## src/rtl/tug_match_scoreboard.sv

```systemverilog
// rtl/tug_match_scoreboard.sv - multi-round tug-of-war winner detection, scoring and hold/clear sequencing
module tug_match_scoreboard #(
    parameter int PLAYERS     = 2,
    parameter int WIN_SCORE   = 3,
    parameter int SCORE_W     = 3,
    parameter int HOLD_CYCLES = 50
) (
    input  logic                           clock,
    input  logic                           reset,
    input  logic [PLAYERS-1:0]             at_end,
    input  logic [PLAYERS-1:0]             key,
    output logic [6:0]                     hex,
    output logic [$clog2(PLAYERS+1)-1:0]   winner_id,
    output logic [PLAYERS*SCORE_W-1:0]     scores,
    output logic                           round_over,
    output logic                           clear_field,
    output logic                           match_over
);

    localparam int ID_W  = $clog2(PLAYERS + 1);
    localparam int CNT_W = (HOLD_CYCLES > 1) ? $clog2(HOLD_CYCLES) : 1;

    typedef enum logic [1:0] {
        PLAY  = 2'd0,
        HOLD  = 2'd1,
        MATCH = 2'd2
    } state_t;

    state_t             state;
    state_t             next_state;
    logic [CNT_W-1:0]   cnt;
    logic               win_hit;
    logic               win_last;
    logic [ID_W-1:0]    win_id;
    logic               hold_done;

    // Identify the sole qualifying presser; any second key press voids the cycle
    always_comb begin
        win_hit  = 1'b0;
        win_last = 1'b0;
        win_id   = '0;
        if ($onehot(key)) begin
            for (int i = 0; i < PLAYERS; i++) begin
                if (key[i] && at_end[i]) begin
                    win_hit  = 1'b1;
                    win_id   = ID_W'(i + 1);
                    win_last = (scores[i*SCORE_W +: SCORE_W] == SCORE_W'(WIN_SCORE - 1));
                end
            end
        end
    end

    assign hold_done = (state == HOLD) && (cnt == CNT_W'(HOLD_CYCLES - 1));

    // State register
    always_ff @(posedge clock) begin
        if (reset) begin
            state <= PLAY;
        end else begin
            state <= next_state;
        end
    end

    // Next-state logic: a deciding win goes straight to MATCH, others pause in HOLD
    always_comb begin
        next_state = state;
        case (state)
            PLAY: begin
                if (win_hit) begin
                    next_state = win_last ? MATCH : HOLD;
                end
            end
            HOLD: begin
                if (hold_done) begin
                    next_state = PLAY;
                end
            end
            MATCH:   next_state = MATCH;
            default: next_state = PLAY;
        endcase
    end

    // State-derived outputs
    always_comb begin
        round_over  = (state == HOLD);
        match_over  = (state == MATCH);
        clear_field = hold_done;
    end

    // Scores, displayed winner and hold counter; MATCH freezes everything
    always_ff @(posedge clock) begin
        if (reset) begin
            cnt       <= '0;
            winner_id <= '0;
            scores    <= '0;
        end else begin
            case (state)
                PLAY: begin
                    if (win_hit) begin
                        winner_id <= win_id;
                        cnt       <= '0;
                        for (int i = 0; i < PLAYERS; i++) begin
                            if (key[i]) begin
                                scores[i*SCORE_W +: SCORE_W] <=
                                    scores[i*SCORE_W +: SCORE_W] + SCORE_W'(1);
                            end
                        end
                    end
                end
                HOLD: begin
                    if (hold_done) begin
                        cnt       <= '0;
                        winner_id <= '0;
                    end else begin
                        cnt <= cnt + CNT_W'(1);
                    end
                end
                default: begin
                end
            endcase
        end
    end

    // Seven-segment decode of the current winner, blank when none
    always_comb begin
        hex = 7'b1111111;
        case (4'(winner_id))
            4'd1:    hex = 7'b1111001;
            4'd2:    hex = 7'b0100100;
            4'd3:    hex = 7'b0110000;
            4'd4:    hex = 7'b0011001;
            4'd5:    hex = 7'b0010010;
            4'd6:    hex = 7'b0000010;
            4'd7:    hex = 7'b1111000;
            4'd8:    hex = 7'b0000000;
            4'd9:    hex = 7'b0010000;
            default: hex = 7'b1111111;
        endcase
    end

endmodule

```

## config.mk

```make
export PLATFORM = sky130hd
export DESIGN_NAME = tug_match_scoreboard
export DESIGN_NICKNAME = d
export VERILOG_FILES = /design/src/rtl/tug_match_scoreboard.sv
export SDC_FILE = /design/constraint.sdc
export NUM_CORES = 1
export LEC_CHECK = 0
export CAP_MARGIN = 20
export CORE_MARGIN = 10
export CORE_UTILIZATION = 46
export CTS_BUF_LIST = sky130_fd_sc_hd__clkbuf_16
export CTS_CLUSTER_DIAMETER = 30
export DETAILED_ROUTE_END_ITERATION = 16
export GPL_ROUTABILITY_DRIVEN = 1
export PLACE_DENSITY_LB_ADDON = 0.05
export SLEW_MARGIN = 20
export SYNTH_ARGS = -nofsm -noshare
export SYNTH_HDL_FRONTEND = slang
export SYNTH_SLANG_ARGS = --single-unit
```

## constraint.sdc

```tcl
create_clock -name clock -period 1.6 [get_ports clock]
set_clock_uncertainty 0.05 [all_clocks]
set_input_delay 0.32 -clock clock [delete_from_list [all_inputs] [get_ports clock]]
set_output_delay 0.32 -clock clock [all_outputs]
set_load 0.02 [all_outputs]
```

==> metrics <==
drc violations=0; Clock Pin Slew Worst Setup and Hold Paths=0.05 ns; final setup fails=0; P&R area growth vs syn=47.09%; Site Rows=15; pin count of the biggest net entering global routing=17; remaining antenna violation count=0; CP Max Fanout=3; cts bufs inserted=3; VDD IR-drop max=0.8480 mV; clock share of power=0.438; Longest Clk Path Bufs=2; register-to-register path setup slack=0.10 ns; ratio of total power to cell area=854.0 nW/µm²; Net Sw Frac=0.2469; Core Util, Final=0.7355; CP arrival=1.20 ns; Critical Path, Cell by Cell=clkdlybuf4s50_1; Req. time, crit path=1.23 ns; worst hold start=winner_id[0]; syn_area_per_cell=8.564 µm²; Hold Slack=0.4746 ns; Via density=5.145; Max Cap Violations=0; Hold Path End=winner_id[0]; slowest library cell on the worst path=clkdlybuf4s50_1; register bit total from synthesis=16; Die Y-Extent=63.79 µm; sequential share of the synthesized area=0.3631; commonest non-fill, non-tap cell in the layout=buf_4; Period minus WS final=1.569 ns; leakage=0.5676 nW; die area=4069 µm²; Starting Density=0.5000; Final Wtd Congestion=0.7885; Post-CTS Hold Buffers=0; clk root buf=clkbuf_16; clk_lat worst skew=0.24 ns; Final Power=0.001108 W; FMAX=637.4 MHz; RSZ-0062 raised after global routing=no; P_int=0.0008344 W; via count=849; number of clock sinks=16; Reg power frac=0.383; Synth warnings=0; DRT Pass-1 Iters=4; PortBufs=22; count of final hold-check violations=0; Worst Setup Path Type=register to output pin; post-DP HPWL=1678 µm; P_sw=0.0002736 W; Top delay family on crit path=buffers and inverters; initial antenna violation count=0; Final period util=0.9805; CP endpoint kind=output pin; Total GRT Usage=0.1109; wire per inst=13.83 µm; Comb power frac=0.179; die width=63.79 µm; Cell Area, Synth=882.1 µm²; outcome=finished clean; worst hold path depth=2; Iteration-0 DRC Markers=27; Final nets=153; placed instance area=1225 µm²; H-tree Lvls=1; GRT overflow=0; CTS tree=done; vias in the first global route=845; slowest stage delay, CP=0.61 ns; commonest non-fill, non-tap cells in the layout=17 x buf_4, 16 x dfxtp_1, 13 x dlygate4sd2_1, 11 x inv_1, 11 x nor2_1; final setup TNS=0 ns; Pins Over Slew Limit=0; Worst R2R Path Depth=6; number of distinct library cells after synthesis=33; Syn Inst Count=103; reg2reg start=cnt[1]; I/O pins=24; CORE AREA=1764 µm²; Hold Crit Class=register to register; Critical path buffers and inverters=1; first-pass GRT wire length=3843 µm; Worst setup SP type=register; Post-Route WL=2282 µm; syn nets=115; layout cell share with drive strength beyond 1=0.2000; # diodes=0; Finished Cell Area=1297 µm²; reg2reg end=cnt[5]
cells in the mapped netlist, drive strengths merged:
| cell | n | share of area |
|---|---|---|
| dfxtp | 16 | 0.36 |
| nor2 | 12 | 0.054 |
| inv | 11 | 0.047 |
| nand2 | 8 | 0.034 |
| a21oi | 7 | 0.040 |
| buf | 6 | 0.051 |
| ha | 6 | 0.085 |
| nand3 | 6 | 0.034 |
| a311oi | 3 | 0.030 |
| a31oi | 3 | 0.021 |
| o21ai | 3 | 0.017 |
| xnor2 | 3 | 0.030 |
| and3b | 2 | 0.021 |
| nor2b | 2 | 0.014 |
| nor3 | 2 | 0.011 |
| a211oi | 1 | 0.0085 |
| a22oi | 1 | 0.0085 |
| a41oi | 1 | 0.031 |
| and4 | 1 | 0.0099 |
| clkbuf | 1 | 0.0043 |
| conb | 1 | 0.0043 |
| mux2i | 1 | 0.011 |
| nand2b | 1 | 0.0099 |
| nand3b | 1 | 0.0085 |
| nand4 | 1 | 0.0071 |
| o2111ai | 1 | 0.0099 |
| o31ai | 1 | 0.024 |
| xor2 | 1 | 0.0099 |
stage by stage:
stage,setup slack (ns),std cells
finish,0.03118,165
CTS,0.01488,164
floorplan,0.2384,103
global route,0.004953,165
global placement,-0.1415,160
detailed placement,-0.2019,160
kinds of logic after synthesis:
| logic type | count (synthesis) | synth area share |
|---|---|---|
| multiplexers | 1 | 0.01135 |
| adder cells (fa/ha/maj) | 6 | 0.08510 |
| other | 1 | 0.004251 |
| buffers and inverters | 18 | 0.1021 |
| AND/OR/NAND/NOR | 36 | 0.2043 |
| AO/OA/AOI/OAI | 21 | 0.1901 |
| XOR/XNOR | 4 | 0.03972 |
| flip-flops | 16 | 0.3631 |
power by group through the flow:
stage                     sequential [W]  clock, W  combinational (W)
after floorplan                 0.000446         0          0.0000991
after CTS                       0.000425  0.000494           0.000192
after global routing            0.000426  0.000514           0.000215
after global placement          0.000432         0           0.000197
final                           0.000425  0.000485           0.000198
after detailed placement        0.000433         0           0.000202
routing by layer:
metal	GRT usage	wire, µm	vias up
met2	0.1990	1251	22
met1	0.1202	892	402
met4	0.03279	12	0
met5	0	0	-
li1	-	-	423
met3	0.03659	126	2
final cells by class:
| type | instances | area [µm²] |
|---|---|---|
| tap | 25 | 31.28 |
| fill | 157 | 466.7 |
| clock buffer | 3 | 75.07 |
| clock inverter | 1 | 3.754 |
| timing repair buffer | 40 | 349.1 |
| sequential | 16 | 320.3 |
| inverter | 11 | 41.29 |
| multi-input combinational | 69 | 476.7 |
registers in the layout, summed over array words and instances, names as in the netlist:
signal and cells:
winner_id 2, scores 6, state 2, cnt 6
worst register-to-register path, delay by kind of cell (launching register included):
family / cells / cell delay, ns
AND/OR/NAND/NOR: 1 / 0.17
flip-flops: 1 / 0.32
adder cells (fa/ha/maj): 1 / 0.20
AO/OA/AOI/OAI: 2 / 0.49
buffers and inverters: 2 / 0.20
what timing repair did:
action,in CTS,in global routing
pin swaps,0,3
resized for setup,17,2
gates cloned,0,0
setup buffers,0,1
endpoints found under the setup margin,14,6
worst max-delay path by stage:
stage	start	to	slack [ns]	cells after the start
5_1_grt	scores[3]	scores[3]	0.005	1
2_1_floorplan	cnt[0]	clear_field	0.24	3
4_1_cts	scores[0]	scores[0]	0.01	1
3_3_place_gp	key[0]	cnt[3]	-0.14	5
6_report	scores[3]	scores[3]	0.03	1
3_5_place_dp	key[0]	winner_id[1]	-0.20	5
Note: power is estimated with default switching activity, not from simulation.
